===== src/rtl/conv_sequencer.sv =====
// Convolution tap sequencer: latches a kernel and a pixel window, fires all tap
// multipliers at once, gathers per-channel sums and returns their 32-bit total.
module conv_sequencer #(
    parameter int DATA_WIDTH  = 32,
    parameter int KERNEL_SIZE = 3,
    parameter int CHANNELS    = 1,
    parameter int TIMEOUT     = 255
) (
    input  logic                                             clk,
    input  logic                                             rst_n,
    input  logic                                             kern_load,
    input  logic [CHANNELS*KERNEL_SIZE*KERNEL_SIZE*DATA_WIDTH-1:0] kern_data,
    input  logic                                             win_valid,
    output logic                                             win_ready,
    input  logic [CHANNELS*KERNEL_SIZE*KERNEL_SIZE*DATA_WIDTH-1:0] win_data,
    output logic [CHANNELS*KERNEL_SIZE*KERNEL_SIZE*DATA_WIDTH-1:0] mult_a,
    output logic [CHANNELS*KERNEL_SIZE*KERNEL_SIZE*DATA_WIDTH-1:0] mult_b,
    output logic [KERNEL_SIZE*KERNEL_SIZE-1:0]               m_start,
    input  logic [CHANNELS-1:0]                              c_ready,
    input  logic [CHANNELS*32-1:0]                           c_sum,
    output logic                                             res_valid,
    input  logic                                             res_ready,
    output logic [31:0]                                      res_data,
    output logic                                             busy,
    output logic                                             timeout_err
);

    localparam int K2    = KERNEL_SIZE * KERNEL_SIZE;
    localparam int BUS_W = CHANNELS * K2 * DATA_WIDTH;
    localparam int CNT_W = (TIMEOUT < 2) ? 1 : $clog2(TIMEOUT + 1);

    typedef enum logic [2:0] {
        S_IDLE, S_LOAD, S_START, S_WAIT, S_SUM, S_OUT
    } state_t;

    state_t              state_reg, state_next;
    logic [BUS_W-1:0]    kern_reg;
    logic [BUS_W-1:0]    win_reg;
    logic [CHANNELS-1:0] done_reg;
    logic [31:0]         sum_reg [CHANNELS];
    logic [CNT_W-1:0]    cnt_reg;
    logic [31:0]         res_data_reg;
    logic                timeout_reg;

    logic                kern_accept;
    logic                win_hs;
    logic [CHANNELS-1:0] done_now;
    logic                all_done;
    logic                timeout_hit;
    logic [CHANNELS-1:0] cap_en;
    logic [31:0]         sum_slice [CHANNELS];
    logic [31:0]         sum_total;

    assign kern_accept = (state_reg == S_IDLE) && kern_load;
    assign win_hs      = win_valid && win_ready;
    assign done_now    = done_reg | c_ready;
    assign all_done    = &done_now;
    assign timeout_hit = (cnt_reg == CNT_W'(TIMEOUT)) && !all_done;

    // A channel's sum is captured only on its first ready pulse within WAIT.
    genvar gi;
    generate
        for (gi = 0; gi < CHANNELS; gi++) begin : g_chan
            assign cap_en[gi]    = (state_reg == S_WAIT) && c_ready[gi] && !done_reg[gi];
            assign sum_slice[gi] = c_sum[gi*32 +: 32];
        end
    endgenerate

    always_comb begin
        sum_total = '0;
        for (int c = 0; c < CHANNELS; c++) begin
            sum_total = sum_total + sum_reg[c];
        end
    end

    always_comb begin
        state_next = state_reg;
        case (state_reg)
            S_IDLE:  if (win_hs) state_next = S_LOAD;
            S_LOAD:  state_next = S_START;
            S_START: state_next = S_WAIT;
            S_WAIT: begin
                if (all_done)         state_next = S_SUM;
                else if (timeout_hit) state_next = S_IDLE;
            end
            S_SUM:   state_next = S_OUT;
            S_OUT:   if (res_ready) state_next = S_IDLE;
            default: state_next = S_IDLE;
        endcase
    end

    always_comb begin
        win_ready = 1'b0;
        m_start   = '0;
        res_valid = 1'b0;
        busy      = 1'b1;
        case (state_reg)
            S_IDLE: begin
                win_ready = !kern_load;
                busy      = 1'b0;
            end
            S_START: m_start   = '1;
            S_OUT:   res_valid = 1'b1;
            default: ;
        endcase
    end

    assign mult_a      = kern_reg;
    assign mult_b      = win_reg;
    assign res_data    = res_data_reg;
    assign timeout_err = timeout_reg;

    always_ff @(posedge clk or negedge rst_n) begin
        if (!rst_n) begin
            state_reg    <= S_IDLE;
            kern_reg     <= '0;
            win_reg      <= '0;
            done_reg     <= '0;
            cnt_reg      <= '0;
            res_data_reg <= '0;
            timeout_reg  <= 1'b0;
            for (int c = 0; c < CHANNELS; c++) sum_reg[c] <= '0;
        end else begin
            state_reg <= state_next;
            if (kern_accept) kern_reg <= kern_data;
            if (win_hs)      win_reg  <= win_data;
            // Clear bookkeeping on the way into WAIT so the count starts at zero.
            if (state_reg == S_START) begin
                done_reg <= '0;
                cnt_reg  <= '0;
            end
            if (state_reg == S_WAIT) begin
                done_reg <= done_now;
                cnt_reg  <= cnt_reg + CNT_W'(1);
                if (timeout_hit) timeout_reg <= 1'b1;
            end
            for (int c = 0; c < CHANNELS; c++) begin
                if (cap_en[c]) sum_reg[c] <= sum_slice[c];
            end
            if (state_reg == S_SUM) res_data_reg <= sum_total;
        end
    end

endmodule


===== config.mk =====
export PLATFORM = sky130hd
export DESIGN_NAME = conv_sequencer
export DESIGN_NICKNAME = d
export VERILOG_FILES = /design/src/rtl/conv_sequencer.sv
export SDC_FILE = /design/constraint.sdc
export NUM_CORES = 1
export LEC_CHECK = 0
export BUFFER_PORTS_ARGS = -buffer_cell sky130_fd_sc_hd__buf_2
export CORE_AREA = 5 5 476 478
export DETAILED_ROUTE_END_ITERATION = 10
export DIE_AREA = 0 0 481 483
export MAX_ROUTING_LAYER = met4
export SETUP_SLACK_MARGIN = 0.1
export SLEW_MARGIN = 0
export SYNTH_ARGS = -nofsm -noshare
export SYNTH_HDL_FRONTEND = slang
export SYNTH_SLANG_ARGS = --single-unit

===== constraint.sdc =====
create_clock -name clk -period 3.05 [get_ports clk]
set_clock_uncertainty 0.05 [all_clocks]
set_input_delay 0.305 -clock clk [delete_from_list [all_inputs] [get_ports clk]]
set_output_delay 0.305 -clock clk [all_outputs]
set_load 0.005 [all_outputs]

==> After elaboration in Yosys (flattened, before gate mapping) <==
Cells that the tools add are included.
Widths: inputs -> output; s select.
{ "word_totals": {"elab_cells": 44, "reg_bits": 653, "output_inout_bits": 621, "in_bits": 614} }
{ "op_classes": {"n_mux": 13, "add_sub_neg": 1, "n_bitwise": 1, "n_reduce_logical": 12, "eq_ne": 9} }
{ "ops": {"columns": ["op", "count"], "rows": [
  ["$pmux 3 s6", 1],
  ["$mux 8", 2],
  ["$mux 3", 4],
  ["$mux 9", 1],
  ["$add 8x1->8 const B", 1],
  ["$eq 8x8->1 const B", 1],
  ["$eq 3x2->1 const B", 2],
  ["$eq 3x3->1 const B", 2],
  ["$logic_and 1x1->1", 5],
  ["$mux 1", 5],
  ["$ne 2x2->1 const B", 2],
  ["$eq 3x1->1 const B", 1],
  ["$logic_not 1->1", 3],
  ["$logic_not 3->1", 1],
  ["$ne 3x3->1 const B", 1],
  ["$reduce_and 3->1", 1],
  ["$reduce_and 2->1", 1],
  ["$reduce_bool 2->1", 1],
  ["$or 1x1->1", 1]
]} }

==> Logic depth before layout (Yosys ltp) <==
{ "logic_depth": {"depth_word": 6, "depth_mapped": 7, "depth_no_buf": 4} }

==> Least setup slack after synthesis <==
OpenSTA, ideal clock, no wires.
{ "synth_timing": {"path_kind": "register to register", "start": "reg state_reg[2]", "end": "reg win_reg[100] (netlist: mult_b[100])", "synth_period_minus_slack_ps": 2075, "setup_slack_ps": 975, "setup_time_ps": 127, "stages_incl_launch_ff": 8, "required_time_ps": 2873, "path_buffers": 4, "t_arrival_ps": 1897, "cell_sequence": "dfrtp_1 or3_1 buf_2 nor3b_2 buf_4 buf_12 buf_8 mux2_1"} }
{ "synth_via": {"elab_chain_cells": 3} }
{ "synth_lines": {"columns": ["element", "line", "text"], "rows": [
  ["start: declaration", "36", "state_t state_reg, state_next;"],
  ["start signal: assignment", "124", "state_reg <= state_next;"],
  ["$logic_not 3->1", "97", "case (state_reg)"],
  ["$mux 1", "97", null],
  ["$logic_and 1x1->1", "55", "assign win_hs = win_valid && win_ready;"],
  ["end signal: assignment", "126", "if (win_hs) win_reg <= win_data;"],
  ["end: declaration", "38", "logic [BUS_W-1:0] win_reg;"]
]} }
No other way between the ends.
A chain may end at the register's enable or synchronous reset.

==> Worst setup path after layout <==
{ "layout_timing": {"start": "reg state_reg[1]", "end": "out m_start[8]"} }
{ "layout_via": {"elab_chain_cells": 2} }
{ "layout_lines": {"columns": ["element", "line", "text"], "rows": [
  ["$eq 3x2->1", "97", null],
  ["$mux 9", "97", null],
  ["end: declaration", "18", "output logic [KERNEL_SIZE*KERNEL_SIZE-1:0] m_start,"]
]} }
No other way between the ends.

==> results.py <==
metrics = {
    "critical_path": {
        "timing.rr.start": "state_reg[1]",
        "cp-startpoint": "state_reg[1]",
        "path_max_fanout": 12,
        "cp-start-kind": "register",
        "crit_type": "register to output port",
        "r2r_end": "mult_b[118]",
        "rrSetupSlack_ps": 430,
        "crit_end": "m_start[8]",
        "end_kind": "output port",
        "crit_arrival_ps": 2310,
        "ff2ff_path_depth": 5,
        "worstPathRequired_ps": 2690,
    },
    "drt": {
        "vias": 20700,
        "wire_per_inst_um": 26.2,
        "drc": 0,
        "drt_iter0_markers": 718,
        "drtAntennaViolNets": 0,
        "dr.pass1.iters": 4,
        "drt_wl_total_um": 168000,
        "via_per_inst": 3.22,
    },
    "die": {
        "core_area_mm2": 0.221,
        "start_util_pct": 11.1,
        "die_width_um": 481,
        "ios": 1235,
        "die_h_um": 483,
        "dieArea_mm2": 0.232,
        "rows": 173,
    },
    "place": {
        "hpwl_um": 144000,
        "place.gp.congestion": 0.889,
        "io_buffers": 1234,
        "placedInstanceArea_mm2": 0.0345,
    },
    "clocking": {
        "cts_max_level": 3,
        "cts_tree": "built",
        "cts_buffers": 82,
        "clock-root-buffer": "clkbuf_16",
        "clk_pin_slew_ps": 70,
        "clkLatencyLatePin_ps": 690,
        "clock-sinks": 653,
        "postCtsSetupRepairBufs": 0,
        "clk_path_buf_depth": 3,
    },
    "synth": {
        "yosysMostFrequentCell": "dfrtp_1",
        "synth_edf_count": 0,
        "syn-num-nets": 2048,
        "synth_top_flop_cell": "dfrtp_1",
        "ys_types": 35,
        "yosysTopAreaCellShare_pct": 66.2,
        "ys_ff_latch": 653,
        "syn_area_per_cell_um2": 17.2,
        "synth_async_sr_flop_share_pct": 100,
        "netlist_top_cells_area": "dfrtp_1, mux2_2, mux2_1",
        "synthTopCellsByCount": "dfrtp_1, mux2_2, mux2_1",
        "seq_area_frac_synth_pct": 66.2,
        "synth_area_mm2": 0.0247,
        "yosysWarnings": 0,
        "synth_area_leader_cell": "dfrtp_1",
        "synthCells": 1433,
    },
    "grt": {
        "grt_pass1_wl_um": 217000,
        "grt-ovfl-total": 0,
        "grt_pass1_vias": 23100,
        "antenna_found_initial": 108,
        "track_usage_pct": 14.4,
        "grt_max_degree": 82,
    },
    "final_layout": {
        "fin_nets": 3955,
        "design_area_mm2": 0.0436,
        "drive_gt1_share_pct": 54.8,
        "area_delta_synth_final_pct": 76.7,
    },
    "sta": {
        "worst_pin_slew_ps": 790,
        "setup_viol_count_final": 0,
        "rsz0062_at_grt": "false",
        "fin_setup_tns_ps": 0,
        "hold_viol": 0,
        "min_period_ps": 2660,
        "clock.fmax_mhz": 375,
        "fin_crit_sh_pct": 87.4,
        "hold_ws_ps": 111,
        "maxSlewHeadroom_pct": 47.4,
        "timing.final.max_slew_violations": 0,
    },
    "power_and_ir_drop": {
        "vdd_drop_max_uv": 591,
        "p_leak_nw": 19.7,
        "powerDensity_mw_per_mm2": 975,
    },
    "status": {
        "status": "completed",
    },
    "hold_path": {
        "hold_class": "input pin to async pin",
    },
    "flow_run": {
        "drv_cap": 0,
    },
}
layout make-up:
| cell class | count | area [µm²] |
|---|---|---|
| diodes | 59 | 148 |
| repair buffers | 1904 | 13000 |
| well taps | 2975 | 3720 |
| clock buffers | 113 | 2370 |
| flip-flops and latches | 653 | 16300 |
| inverters | 2 | 7.51 |
| multi-input cells | 697 | 7600 |
| fillers | 24000 | 178000 |
| clock inverters | 35 | 410 |
report_power, final:
group	switching (W)	total [W]	internal, W	leakage, nW
Sequential	0.00244	0.0155	0.0131	7.80
Clock	0.00423	0.0101	0.00591	1.35
Combinational	0.00941	0.0168	0.00743	10.5
Total	0.0161	0.0425	0.0264	19.7
cells in the final DEF, fill, tap and decap left out, types with 3 or more instances in the layout:
| cell type | Yosys | layout |
|---|---|---|
| mux2_2 | 432 | 432 |
| buf_12 | 2 | 19 |
| o21ai_0 | 7 | 7 |
| nand3_1 | 4 | 4 |
| mux2_1 | 209 | 209 |
| clkinv_4 | 0 | 4 |
| buf_2 | 18 | 1233 |
| clkinv_8 | 0 | 4 |
| mux2i_1 | 3 | 3 |
| diode_2 | 0 | 59 |
| clkinvlp_4 | 0 | 7 |
| clkbuf_8 | 0 | 16 |
| nand2b_1 | 4 | 4 |
| nor2_1 | 6 | 5 |
| buf_4 | 37 | 40 |
| clkbuf_16 | 0 | 84 |
| clkbuf_1 | 2 | 13 |
| dlygate4sd3_1 | 0 | 611 |
| inv_6 | 0 | 3 |
| dfrtp_1 | 653 | 653 |
| bufinv_16 | 0 | 5 |
| a22o_1 | 3 | 3 |
| nand2_1 | 6 | 6 |
| clkinv_2 | 0 | 10 |
metal layers:
layer | track usage (%) | up-vias | share of wire, %
met5 | - | - | 0
met4 | 3.83 | 0 | 2.9
met3 | 8.25 | 253 | 14
met2 | 24.2 | 1064 | 48
met1 | 14.3 | 10400 | 35
li1 | - | 9012 | -
repair_timing:
item	in CTS	in global routing
hold buffers	611	0
gates resized for setup	1	0
hold endpoints to repair	642	0
endpoints found under the setup margin	9	0
how the worst min path moves through the flow:
| stage | start | to |
|---|---|---|
| 2_1_floorplan | rst_n | cnt_reg[0] |
| 3_3_place_gp | rst_n | mult_b[126] |
| 3_5_place_dp | rst_n | mult_b[126] |
| 4_1_cts | rst_n | mult_b[127] |
| 6_report | rst_n | mult_b[126] |
| 5_1_grt | rst_n | mult_b[126] |
logic make-up (layout without fill, tap and decap cells):
| group | Yosys count | after routing | share of synthesized area, % |
|---|---|---|---|
| buf+inv | 83 | 2054 | 3.02 |
| flops | 653 | 653 | 66.2 |
| simple gates | 34 | 34 | 0.791 |
| other cells | 0 | 59 | 0 |
| fa+ha+maj | 1 | 1 | 0.0507 |
| compound gates | 17 | 17 | 0.477 |
| mux | 644 | 644 | 29.4 |
| xor+xnor | 1 | 1 | 0.0355 |
worst max-delay path, cell delays in order, from the launching register on:
cell and delay, ps:
dfrtp_1 540, nand2b_1 350, nor2_2 510, buf_2 210
stage by stage:
| stage | utilization [%] | setup WS [ps] | instances | total power, W |
|---|---|---|---|---|
| finish | 19.7 | 386 | 6438 | 0.0425 |
| global route | 19.7 | 224 | 6431 | 0.0454 |
| CTS | 19.6 | 267 | 6379 | 0.0437 |
| detailed placement | 15.6 | 464 | 5620 | 0.0324 |
| global placement | 15.6 | 513 | 5620 | 0.0321 |
| floorplan | - | 975 | 1433 | 0.0210 |
(Power assumes the default switching activity.)
